$ cat config.mk
export PLATFORM = sky130hd
export DESIGN_NAME = snake_game_sequencer_flat
export DESIGN_NICKNAME = d
export VERILOG_FILES = /design/src/rtl/snake_game_sequencer_if.sv /design/src/rtl/snake_game_sequencer.sv /design/src/flat_wrapper.sv
export SDC_FILE = /design/constraint.sdc
export NUM_CORES = 1
export LEC_CHECK = 0
export BUFFER_PORTS_ARGS = -buffer_cell sky130_fd_sc_hd__buf_4
export CORE_MARGIN = 2
export CORE_UTILIZATION = 35
export CTS_BUF_LIST = sky130_fd_sc_hd__clkbuf_4 sky130_fd_sc_hd__clkbuf_8 sky130_fd_sc_hd__clkbuf_16
export DETAILED_ROUTE_END_ITERATION = 8
export PLACE_DENSITY = 0.67
export SLEW_MARGIN = 10
export SYNTH_ARGS = -nofsm -noshare
export SYNTH_HDL_FRONTEND = slang
export SYNTH_SLANG_ARGS = --single-unit
export TNS_END_PERCENT = 1
$ cat constraint.sdc
create_clock -name clk -period 4.45 [get_ports clk]
set_input_delay 0.89 -clock clk [delete_from_list [all_inputs] [get_ports clk]]
set_output_delay 0.89 -clock clk [all_outputs]
set_load 0.005 [all_outputs]
$ cat src/rtl/snake_game_sequencer_if.sv
// Keyboard/datapath-facing signal bundle for the Snake game sequencer.
// pause_req exists only when SNAKE_SEQ_PAUSE_EN is defined.
interface snake_game_sequencer_if #(
    parameter int unsigned SCORE_W = 13
);
    logic [4:0]         number_input;
    logic [4:0]         direction;
    logic               frame_update;
    logic               good_collision;
    logic               bad_collision;
`ifdef SNAKE_SEQ_PAUSE_EN
    logic               pause_req;
`endif
    logic               inmenu;
    logic               ingame;
    logic               initial_head;
    logic               allow_moving;
    logic               move_step;
    logic               game_over;
    logic [3:0]         main_difficulty;
    logic [SCORE_W-1:0] score;

    modport slave (
        input  number_input, direction, frame_update, good_collision, bad_collision,
`ifdef SNAKE_SEQ_PAUSE_EN
        input  pause_req,
`endif
        output inmenu, ingame, initial_head, allow_moving, move_step, game_over,
        output main_difficulty, score
    );

    modport master (
        output number_input, direction, frame_update, good_collision, bad_collision,
`ifdef SNAKE_SEQ_PAUSE_EN
        output pause_req,
`endif
        input  inmenu, ingame, initial_head, allow_moving, move_step, game_over,
        input  main_difficulty, score
    );
endinterface

$ cat src/rtl/snake_game_sequencer.sv
// Top-level Snake game FSM: menu, difficulty select, play pacing, score and game-over hold.
// Define SNAKE_SEQ_PAUSE_EN to add the pause_req input and the PAUSED state.
module snake_game_sequencer #(
    parameter int unsigned FRAME_DIV_W     = 4,
    parameter int unsigned GAMEOVER_FRAMES = 120,
    parameter int unsigned SCORE_W         = 13
) (
    input  logic                  clk,
    input  logic                  reset,
    snake_game_sequencer_if.slave bus
);
    localparam int unsigned DIFF_W = 4;
    localparam int unsigned GO_W   = $clog2(GAMEOVER_FRAMES + 1);

    localparam logic [4:0] KEY1      = 5'b00010;
    localparam logic [4:0] KEY2      = 5'b00100;
    localparam logic [4:0] KEY3      = 5'b01000;
    localparam logic [4:0] DIR_UP    = 5'b00010;
    localparam logic [4:0] DIR_LEFT  = 5'b00100;
    localparam logic [4:0] DIR_DOWN  = 5'b01000;
    localparam logic [4:0] DIR_RIGHT = 5'b10000;

    typedef enum logic [2:0] {
        INIT      = 3'd0,
        MENU      = 3'd1,
        GAME_WAIT = 3'd2,
        INGAME    = 3'd3,
        GAME_OVER = 3'd4,
        PAUSED    = 3'd5
    } state_e;

    state_e                 state_q, state_d;
    logic [DIFF_W-1:0]      diff_q, diff_d;
    logic [FRAME_DIV_W-1:0] frame_cnt_q, frame_cnt_d;
    logic [GO_W-1:0]        go_cnt_q, go_cnt_d;
    logic [SCORE_W-1:0]     score_q, score_d;
    logic                   good_prev_q;
    logic                   move_step_q, move_step_d;
    logic                   inmenu_q, inmenu_d;
    logic                   ingame_q, ingame_d;
    logic                   initial_head_q, initial_head_d;
    logic                   allow_moving_q, allow_moving_d;
    logic                   game_over_q, game_over_d;
    logic                   good_edge_c;
    logic                   key_valid_c;
    logic                   dir_valid_c;
`ifdef SNAKE_SEQ_PAUSE_EN
    logic                   pause_prev_q;
    logic                   pause_edge_c;
    assign pause_edge_c = bus.pause_req & ~pause_prev_q;
`endif

    assign good_edge_c = bus.good_collision & ~good_prev_q;
    assign key_valid_c = (bus.number_input == KEY1) || (bus.number_input == KEY2) ||
                         (bus.number_input == KEY3);
    assign dir_valid_c = (bus.direction == DIR_UP) || (bus.direction == DIR_LEFT) ||
                         (bus.direction == DIR_DOWN) || (bus.direction == DIR_RIGHT);

    // Next state, counters and score; a collision always wins over apples and steps.
    always_comb begin
        state_d     = state_q;
        diff_d      = diff_q;
        frame_cnt_d = '0;
        go_cnt_d    = '0;
        score_d     = score_q;
        move_step_d = 1'b0;
        case (state_q)
            INIT: state_d = MENU;
            MENU: begin
                case (bus.number_input)
                    KEY1:    diff_d = DIFF_W'(4);
                    KEY2:    diff_d = DIFF_W'(2);
                    KEY3:    diff_d = DIFF_W'(1);
                    default: diff_d = diff_q;
                endcase
                if (key_valid_c) begin
                    state_d = GAME_WAIT;
                    score_d = '0;
                end
            end
            GAME_WAIT: if (dir_valid_c) state_d = INGAME;
            INGAME: begin
                frame_cnt_d = frame_cnt_q;
                if (bus.bad_collision) begin
                    state_d     = GAME_OVER;
                    frame_cnt_d = '0;
`ifdef SNAKE_SEQ_PAUSE_EN
                end else if (pause_edge_c) begin
                    state_d = PAUSED;
`endif
                end else begin
                    if (good_edge_c && (score_q != '1)) score_d = score_q + SCORE_W'(1);
                    if (bus.frame_update) begin
                        if (frame_cnt_q == FRAME_DIV_W'(diff_q)) begin
                            frame_cnt_d = '0;
                            move_step_d = 1'b1;
                        end else begin
                            frame_cnt_d = frame_cnt_q + FRAME_DIV_W'(1);
                        end
                    end
                end
            end
`ifdef SNAKE_SEQ_PAUSE_EN
            PAUSED: begin
                frame_cnt_d = frame_cnt_q;
                if (pause_edge_c) state_d = INGAME;
            end
`endif
            GAME_OVER: begin
                go_cnt_d = go_cnt_q;
                if (bus.frame_update) begin
                    if (go_cnt_q == GO_W'(GAMEOVER_FRAMES - 1)) begin
                        state_d  = MENU;
                        go_cnt_d = '0;
                    end else begin
                        go_cnt_d = go_cnt_q + GO_W'(1);
                    end
                end
            end
            default: state_d = INIT;
        endcase

        inmenu_d       = (state_d == MENU);
        ingame_d       = (state_d == GAME_WAIT) || (state_d == INGAME) ||
                         (state_d == GAME_OVER) || (state_d == PAUSED);
        initial_head_d = (state_d == GAME_WAIT);
        allow_moving_d = (state_d == INGAME);
        game_over_d    = (state_d == GAME_OVER);
    end

    always_ff @(posedge clk) begin
        if (reset) begin
            state_q        <= INIT;
            diff_q         <= DIFF_W'(1);
            frame_cnt_q    <= '0;
            go_cnt_q       <= '0;
            score_q        <= '0;
            good_prev_q    <= 1'b0;
            move_step_q    <= 1'b0;
            inmenu_q       <= 1'b0;
            ingame_q       <= 1'b0;
            initial_head_q <= 1'b0;
            allow_moving_q <= 1'b0;
            game_over_q    <= 1'b0;
`ifdef SNAKE_SEQ_PAUSE_EN
            pause_prev_q   <= 1'b0;
`endif
        end else begin
            state_q        <= state_d;
            diff_q         <= diff_d;
            frame_cnt_q    <= frame_cnt_d;
            go_cnt_q       <= go_cnt_d;
            score_q        <= score_d;
            good_prev_q    <= bus.good_collision;
            move_step_q    <= move_step_d;
            inmenu_q       <= inmenu_d;
            ingame_q       <= ingame_d;
            initial_head_q <= initial_head_d;
            allow_moving_q <= allow_moving_d;
            game_over_q    <= game_over_d;
`ifdef SNAKE_SEQ_PAUSE_EN
            pause_prev_q   <= bus.pause_req;
`endif
        end
    end

    assign bus.inmenu          = inmenu_q;
    assign bus.ingame          = ingame_q;
    assign bus.initial_head    = initial_head_q;
    assign bus.allow_moving    = allow_moving_q;
    assign bus.move_step       = move_step_q;
    assign bus.game_over       = game_over_q;
    assign bus.main_difficulty = diff_q;
    assign bus.score           = score_q;
endmodule

$ cat src/flat_wrapper.sv
// flat-port wrapper written by rule: the top's interface ports become plain ports
module snake_game_sequencer_flat 
#(
    parameter int unsigned FRAME_DIV_W     = 4,
    parameter int unsigned GAMEOVER_FRAMES = 120,
    parameter int unsigned SCORE_W         = 13
)
  (clk, reset, bus_number_input, bus_direction, bus_frame_update, bus_good_collision, bus_bad_collision, bus_inmenu, bus_ingame, bus_initial_head, bus_allow_moving, bus_move_step, bus_game_over, bus_main_difficulty, bus_score);
  snake_game_sequencer_if #(.SCORE_W(SCORE_W)) bus_i ();
  input  logic clk;
  input  logic reset;
  input wire logic [$bits(bus_i.number_input)-1:0] bus_number_input;
  input wire logic [$bits(bus_i.direction)-1:0] bus_direction;
  input wire logic [$bits(bus_i.frame_update)-1:0] bus_frame_update;
  input wire logic [$bits(bus_i.good_collision)-1:0] bus_good_collision;
  input wire logic [$bits(bus_i.bad_collision)-1:0] bus_bad_collision;
  output wire logic [$bits(bus_i.inmenu)-1:0] bus_inmenu;
  output wire logic [$bits(bus_i.ingame)-1:0] bus_ingame;
  output wire logic [$bits(bus_i.initial_head)-1:0] bus_initial_head;
  output wire logic [$bits(bus_i.allow_moving)-1:0] bus_allow_moving;
  output wire logic [$bits(bus_i.move_step)-1:0] bus_move_step;
  output wire logic [$bits(bus_i.game_over)-1:0] bus_game_over;
  output wire logic [$bits(bus_i.main_difficulty)-1:0] bus_main_difficulty;
  output wire logic [$bits(bus_i.score)-1:0] bus_score;
  assign bus_i.number_input = bus_number_input;
  assign bus_i.direction = bus_direction;
  assign bus_i.frame_update = bus_frame_update;
  assign bus_i.good_collision = bus_good_collision;
  assign bus_i.bad_collision = bus_bad_collision;
  assign bus_inmenu = bus_i.inmenu;
  assign bus_ingame = bus_i.ingame;
  assign bus_initial_head = bus_i.initial_head;
  assign bus_allow_moving = bus_i.allow_moving;
  assign bus_move_step = bus_i.move_step;
  assign bus_game_over = bus_i.game_over;
  assign bus_main_difficulty = bus_i.main_difficulty;
  assign bus_score = bus_i.score;
  snake_game_sequencer #(.FRAME_DIV_W(FRAME_DIV_W), .GAMEOVER_FRAMES(GAMEOVER_FRAMES), .SCORE_W(SCORE_W)) u_core (.clk(clk), .reset(reset), .bus(bus_i));
endmodule
# Word level (Yosys, flattened, before mapping)
# Cells that the tools add are included.
# Widths: inputs -> output; s select.
# totals
ramBits	0
reg_bits	38
elab_cells	73
output_inout_bits	23
mem_count	0
latch_bits	0
mem_bits_ro	0
in_bits	15
# classes
n_bitwise	5
addsub	3
n_shift	0
order_cmp	0
mux	14
multipliers	0
div_mod_pow	0
n_reduce_logical	17
n_eq_ne	22
# ops
op	count
$mux 13	3
$pmux 13 s2	1
$mux 3	5
$pmux 3 s5	1
$add 13x1->13 const B	1
$ne 13x13->1 const B	1
$eq 3x2->1 const B	4
$pmux 4 s3	1
$eq 5x2->1 const B	2
$eq 5x3->1 const B	2
$eq 5x4->1 const B	2
$eq 3x3->1 const B	3
$logic_or 1x1->1	8
$add 7x1->7 const B	1
$eq 7x7->1 const B	1
$mux 7	1
$eq 3x1->1 const B	2
$eq 5x5->1 const B	1
$add 4x1->4 const B	1
$eq 4x4->1	1
$mux 4	1
$ne 2x1->1 const B	2
$not 1->1	4
$reduce_and 4->1	1
other kinds (11)	11

# Depth between registers and ports, before layout
# Gate-level depths: netlist of the first run.
# depth
word_depth	10
mapped_depth	6
ltp_nobuf	5

# Least setup slack after synthesis of the first run
# Ideal clock, no wire load.
# synth_path
kind	input -> register
from	input port bus_bad_collision
to	register u_core.score_q[10], in the netlist u_core.bus.score[10]
path_buffers	0
t_arrival_ns	2.042
path_slack_ns	2.338
setup_ns	0.070
t_required_ns	4.380
stages	4
path_cell_list	and4bb_4 nand4_4 or4_1 a21oi_1
# synth_via
elab_chain_len	2
# synth_rtl
element	line	source
start: declaration	flat_wrapper.sv:16	input wire logic [$bits(bus_i.bad_collision)-1:0] bus_bad_collision;
$ne 2x2->1 (no line)	--	
$reduce_and 4->1 (no line)	--	
end signal: assignment	snake_game_sequencer.sv:153	score_q <= score_d;
end: declaration	snake_game_sequencer.sv:36	logic [SCORE_W-1:0] score_q, score_d;
# No other way between the ends.
# A chain may end at the register's enable or synchronous reset.

# Worst setup path in the final report of the first run
# layout_path
from	input port bus_number_input[1]
to	register u_core.inmenu_q, in the netlist u_core.bus.inmenu
# layout_via
elab_chain_len	6
elab_cells_between_ends	8
classes_between	eq/ne: 4; mux: 2; reduce/logical: 2
# layout_rtl
element	line	source
start: declaration	flat_wrapper.sv:12	input wire logic [$bits(bus_i.number_input)-1:0] bus_number_input;
$eq 5x2->1 or $eq 5x3->1 (tied branches)	snake_game_sequencer.sv:54	assign key_valid_c = (bus.number_input == KEY1) || (bus.number_input == KEY2) ||
$logic_or 1x1->1	snake_game_sequencer.sv:54	
$logic_or 1x1->1 *	snake_game_sequencer.sv:54	
$mux 3 *	snake_game_sequencer.sv:76	if (key_valid_c) begin
$pmux 3 s5 *	snake_game_sequencer.sv:67	case (state_q)
$eq 3x1->1 *	snake_game_sequencer.sv:123	inmenu_d = (state_d == MENU);
end signal: assignment	snake_game_sequencer.sv:156	inmenu_q <= inmenu_d;
end: declaration	snake_game_sequencer.sv:39	logic inmenu_q, inmenu_d;
# Mark *: on every way between the ends. The rest lies on a longest branch, timed or not.

==> metrics.md, run 1 <==
| Metric | Value |
|---|---|
| Vias per cell | 5.16 |
| Critical Path Sink Type | register |
| Count of final setup violators | 0 |
| CTS Buf Count | 5 |
| Cts hold-fix bufs | 0 |
| Hold WC Path Type | register to register |
| Combinational share of power | 6.6% |
| Max Cap Viol | 0 |
| Post-synthesis mux area share | 2.22% |
| Clock-pin slew on the worst setup and hold paths | 0.07 ns |
| Setup TNS | 0 ns |
| Tot Pwr | 0.693 mW |
| Core Footprint | 5040 µm² |
| DR iter-0 viols | 90 |
| Asr flop ratio synth | 0% |
| Met2 wire len | 1750 µm |
| Worst setup path class | primary input to register |
| Mapped Nets | 219 |
| Ports | 38 |
| PortBufs | 36 |
| RSZ-0062 raised after global routing | no |
| Worst-path maximum fanout | 12 |
| Primary FF master, synth | dfxtp_1 |
| Postcts setup bufs | 0 |
| Syn_area_per_cell | 8.96 µm² |
| Run status | finished, final reports clean |
| Tcrit/Tclk final | 46.8% |
| Post-synthesis sequential area ratio | 41.1% |
| Die Width | 75.7 µm |
| CTS tree | yes |
| Clock group share of total power | 44.3% |
| Leakage | 0.813 nW |
| Register share of total power | 49.1% |
| Worst skew pair latency | 0.29 ns |
| Minimum clock period after layout | 2.08 ns |
| DRC viols | 0 |
| Wl on met1 | 1820 µm |
| Global-route wire length before repair | 6060 µm |
| CTS Root Cell | clkbuf_8 |
| Antenna violations before repair | 0 |
| Sw power | 0.146 mW |
| Sink Count | 37 |
| Max Root-Sink Buffers | 2 |
| Share of the synthesized area in the top cell type | 41.1% |
| Global route overflow | 0 |
| Worst Tran Pin Value | 0.911 ns |
| Slew HR | 38.8% |
| VDD IR max | 0.132 mV |
| Filler cell count | 518 |
| Row Count | 26 |
| Seq cells post-synth | 37 |
| Number of synthesized flops with an enable pin | 0 |
| Nets | 254 |
| Uppermost layer routed | met4 |
| Routed WL | 3800 µm |
| Die ar. | 5730 µm² |
| Mapped Cells | 201 |
| Post-CTS Resized | 0 |
| Total GRT Usage | 14.0% |
| Routed Antenna Nets | 0 |
| Antenna Cells | 0 |
| Top cells by area, synth | dfxtp_1, a21oi_1, o31ai_1 |
| Yosys Warn Count | 0 |
| Crit start category | primary input |
| Vias in the first global route | 1,365 |
| Synth top cells by count | dfxtp_1, nor2_1, a21oi_1 |
| Internal power | 0.547 mW |
| Multi-input logic area | 993 µm² |
| Drt wl/cell | 12.4 µm |
| Worst EP required | 4.65 ns |
| Area growth from synthesis to layout | 24.3% |
| Vias | 1,583 |
| Wire length on met3 | 185 µm |
| Layout cell share with drive strength beyond 1 | 22.8% |
| Synth area leader | dfxtp_1 |
| Clk_skew | 0.0106 ns |
| Synth Area in Simple Gates | 28.7% |
| Post-Synthesis Cell Area | 1800 µm² |
| Number of library cell types mapped by synthesis | 46 |
| Hold Violations, Final | 0 |
| Reg area | 741 µm² |
| H-tree levels | 2 |
| Largest family of logic cells by synthesized area | simple AND/OR/NAND/NOR gates |
| Starting Density | 35.7% |
| Top achievable clock speed | 480 MHz |
| Post-synthesis compound-gate area fraction | 14.9% |
| Top-count cell post-synth | dfxtp_1 |
| Slew Limit Fails | 0 |
| DRT Pass-1 Iters | 5 |
| DPL Wire Length | 2790 µm |
| Die Span Y | 75.7 µm |
| Adder-Cell Fraction of Synth Area | 2.08% |
| Xor and xnor area share after synthesis | 6.81% |
| GPL Wtd Cong | 0.793 |
| Largest net degree at the start of global routing | 16 |
| Switching share of power | 21.1% |
| CP arrival | 2.28 ns |
| PD cells | 309 nW/µm² |
## flip-flops by register name, summed over array words and instances (netlist names), 3 cells and up
register	count
u_core.bus.main_difficulty	3
u_core.bus.score	13
u_core.frame_cnt_q	4
u_core.go_cnt_q	7
u_core.state_q	3
## per-stage QoR
step | cell area [µm²] | util (%) | std cells | worst slack (ns) | hold WS (ns)
finish | 2240 | 44.4 | 307 | 2.37 | 0.496
global route | 2240 | 44.4 | 307 | 2.16 | 0.525
CTS | 2230 | 44.3 | 307 | 2.14 | 0.502
detailed placement | 2110 | 41.9 | 299 | 2.06 | 0.492
global placement | 2110 | 41.9 | 299 | 2.09 | 0.479
floorplan | 1800 | - | 201 | 2.34 | 0.462
## final timing paths
kind,to,start,slack (ns),depth (start not counted)
worst max-delay path,u_core.bus.inmenu,bus_number_input[1],2.37,5
worst max register to register,u_core.bus.score[4],u_core.bus.score[3],2.55,4
worst min register to register,u_core.go_cnt_q[6],u_core.go_cnt_q[6],0.50,2
worst min-delay path,u_core.go_cnt_q[6],u_core.go_cnt_q[6],0.50,2
## routing by layer
layer / vias to the layer above / global-route usage, %
met5: - / 0
met4: 0 / 5.46
met3: 5 / 5.03
met2: 34 / 21.6
met1: 740 / 18.0
li1: 804 / -
## worst max-delay path: stages
cell and delay, ns:
buf_4 0.13, xor2_1 0.17, o2111ai_1 0.45, nand2b_1 0.39, a211oi_1 0.26
## power by group through the flow
| stage | Clock, mW | Combinational (mW) | Sequential [mW] |
|---|---|---|---|
| floorplan | 0 | 0.0283 | 0.345 |
| global placement | 0 | 0.0453 | 0.348 |
| detailed placement | 0 | 0.0459 | 0.347 |
| finish | 0.307 | 0.0457 | 0.340 |
| global route | 0.328 | 0.0517 | 0.340 |
| CTS | 0.314 | 0.0461 | 0.340 |
## kinds of logic (layout without fill, tap and decap cells)
family | Yosys count | count (layout)
buffers and inverters | 15 | 51
flip-flops | 37 | 37
AND/OR/NAND/NOR | 85 | 85
AO/OA/AOI/OAI | 42 | 42
XOR/XNOR | 14 | 14
adder cells (fa/ha/maj) | 3 | 3
other | 1 | 1
multiplexers | 4 | 4
## area by class of cell
cell class / count / share of cell area, %
well taps: 70 / 3.91
clock buffers: 7 / 4.02
multi-input cells: 149 / 44.4
repair buffers: 36 / 12.1
inverters: 7 / 1.17
flip-flops and latches: 37 / 33.1
clock inverters: 1 / 1.34
## layout by cell type, fill, tap and decap left out, drive strengths merged, types with 2 or more instances in the layout
cell / instances
nor4: 2
nor2b: 4
buf: 36
or4b: 2
nor2: 16
or2: 3
nand4b: 2
nand2: 12
or4: 8
o31ai: 9
nor3b: 2
xor2: 7
o211ai: 3
a21oi: 15
ha: 3
and4: 2
clkbuf: 7
o21ai: 5
or3: 3
nand4: 8
nand3b: 2
and3: 2
dfxtp: 37
inv: 7
mux2i: 4
o2111ai: 2
nand3: 7
nor3: 3
a31oi: 3
xnor2: 7
nand2b: 4
Note: power is estimated with default switching activity, not from simulation.
==> run 2, diff against run 1 <==
==> constraint.sdc (replaced) <==
create_clock -name clk -period 2.1 [get_ports clk]
set_input_delay 0.42 -clock clk [delete_from_list [all_inputs] [get_ports clk]]
set_output_delay 0.42 -clock clk [all_outputs]
set_load 0.005 [all_outputs]
==> run 2 against run 1 <==
  * Count of clock-buffer cells in the layout fell by 1
  * Critical endpoint is now u_core.bus.score[7]
  * Combinational power rose by 120%
  * Register-to-register slack lost 2.2 ns
  * Design area is essentially flat
  * Worst hold slack got worse by 0.15 ns
  * Sequential power is 110% higher
==> metrics.md, run 2 (synthesis results as in run 1) <==
| Metric | Value |
|---|---|
| PortBufs | 36 |
| Ports | 38 |
| Hold WC Path Type | primary input to register |
| Setup TNS | 0 ns |
| R2R setup slack | 0.32 ns |
| Vias per cell | 5.09 |
| Global route overflow | 0 |
| Largest net degree at the start of global routing | 16 |
| Final setup margin | 0.321 ns |
| CTS tree | yes |
| CP Depth | 6 |
| Routed WL | 3790 µm |
| Nets | 259 |
| Vias in the first global route | 1,474 |
| Crit start category | register |
| Core Footprint | 5040 µm² |
| Slowest CP cell | nor3_1 |
| Slew HR | 62.9% |
| Commonest non-fill, non-tap cell in the layout | buf_4 |
| Hold Violations, Final | 0 |
| Crit path buf inv count | 1 |
| Core Util, Final | 44.4% |
| CTS Root Cell | clkbuf_8 |
| Starting Density | 35.7% |
| Clk_skew | 0.0126 ns |
| Max Root-Sink Buffers | 2 |
| Clock-pin slew on the worst setup and hold paths | 0.08 ns |
| Slowest cell delay on critical path | 0.45 ns |
| Worst skew pair latency | 0.29 ns |
| RR Endpoint | u_core.bus.score[7] |
| Tcrit/Tclk final | 84.7% |
| Crit path from | u_core.bus.score[0] |
| Placed Instances | 304 |
| Antenna violations before repair | 0 |
| R2r worst-path depth | 6 |
| Worst-path cell chain | ha_1 -> nand4_1 -> nor3_1 -> buf_4 -> or4_1 -> a21oi_1 |
| Tot Pwr | 1.31 mW |
| Most frequent cells in the layout | buf_4, dfxtp_1, nor2_1 |
| Worst EP required | 2.27 ns |
| PD cells | 587 nW/µm² |
| Sink Count | 37 |
| CTS Buf Count | 5 |
| Global-route wire length before repair | 6420 µm |
| Cts hold-fix bufs | 0 |
| Die ar. | 5730 µm² |
| Final instance area | 2240 µm² |
| Worst setup path class | register to register |
| DRT Pass-1 Iters | 4 |
| GPL Wtd Cong | 0.771 |
| Antenna Cells | 0 |
| Switching share of power | 23.6% |
| Leakage | 0.825 nW |
| Largest register FFs | 13 |
| H-tree levels | 2 |
| Postcts setup bufs | 0 |
| Minimum clock period after layout | 1.78 ns |
| Die Span Y | 75.7 µm |
| VDD IR max | 0.327 mV |
| Cell family with most CP delay | simple AND/OR/NAND/NOR gates |
| Dpl ws | 0.231 ns |
| Worst Tran Pin Value | 0.553 ns |
| Crit path to | u_core.bus.score[7] |
| Register share of total power | 54.7% |
| DPL Wire Length | 2830 µm |
| CP arrival | 1.94 ns |
| Sw power | 0.310 mW |
| Top achievable clock speed | 562 MHz |
| Area growth from synthesis to layout | 24.3% |
| Fin cells | 312 |
| Run status | finished, final reports clean |
| Critical R2R Launch | u_core.bus.score[0] |
| DRC viols | 0 |
| Max Cap Viol | 0 |
| Row Count | 26 |
| DP Area | 2150 µm² |
| Worst-path maximum fanout | 8 |
| DR iter-0 viols | 39 |
| Die Width | 75.7 µm |
| Drt wl/cell | 12.2 µm |
| RSZ-0062 raised after global routing | no |
| Post-CTS Resized | 0 |
| Layout cell share with drive strength beyond 1 | 24.0% |
| Final hold slack | 0.343 ns |
| Internal power | 1.00 mW |
| Count of final setup violators | 0 |
| Total GRT Usage | 14.6% |
| Filler cell count | 508 |
| Critical Path Sink Type | register |
| Combinational share of power | 7.7% |
| Routed Antenna Nets | 0 |
| Clock group share of total power | 37.6% |
| Vias | 1,588 |
| Slew Limit Fails | 0 |
==> run 2: cell types whose count changed in the layout (fill, tap and decap cells not counted), sizes merged <==
cell	previous run	this run
buf	36	41
bufinv	1	0
clkbuf	7	6
clkinv	0	2
==> run 2: layer usage <==
layer	global-route usage (%)	vias to the layer above	routed length (µm)
met1	19.2	741	1910
met4	6.04	0	64
met5	0	-	0
met2	22.7	25	1700
li1	-	815	-
met3	3.70	7	116
==> run 2: power groups by stage <==
stage                     clock, mW  combinational (mW)  sequential [mW]
after floorplan                   0              0.0599            0.730
after global placement            0              0.0990            0.735
after detailed placement          0               0.101            0.734
after CTS                     0.504               0.101            0.718
after global routing          0.535               0.114            0.719
final                         0.493               0.101            0.718
==> run 2: how the worst min path moves through the flow <==
stage / slack [ns] / end / cells past startpoint / start
after floorplan: 0.46 / u_core.go_cnt_q[6] / 2 / u_core.go_cnt_q[6]
after global placement: 0.48 / u_core.bus.score[12] / 2 / u_core.bus.score[12]
after detailed placement: 0.48 / u_core.go_cnt_q[6] / 2 / u_core.go_cnt_q[6]
after CTS: 0.34 / u_core.good_prev_q / 2 / bus_good_collision
after global routing: 0.35 / u_core.good_prev_q / 2 / bus_good_collision
final: 0.34 / u_core.good_prev_q / 2 / bus_good_collision
==> run 2: worst reg2reg max path: cells and delay by family (launching register included) <==
| family | cells | cell delay [ns] |
|---|---|---|
| AOI/OAI and AO/OA | 1 | 0.06 |
| adders and majority gates | 1 | 0.28 |
| and+or+nand+nor | 3 | 0.67 |
| buffers and inverters | 1 | 0.25 |
| DFF | 1 | 0.40 |
==> run 2: layout make-up <==
type                            count  area [µm²]  share of cell area (%)
Multi-Input combinational cell    149         988                    44.2
Sequential cell                    37         741                    33.1
Timing Repair Buffer               41         308                    13.8
Tap cell                           70        87.6                    3.91
Clock buffer                        6        76.3                    3.41
Inverter                            7        26.3                    1.17
Clock inverter                      2        10.0                   0.447
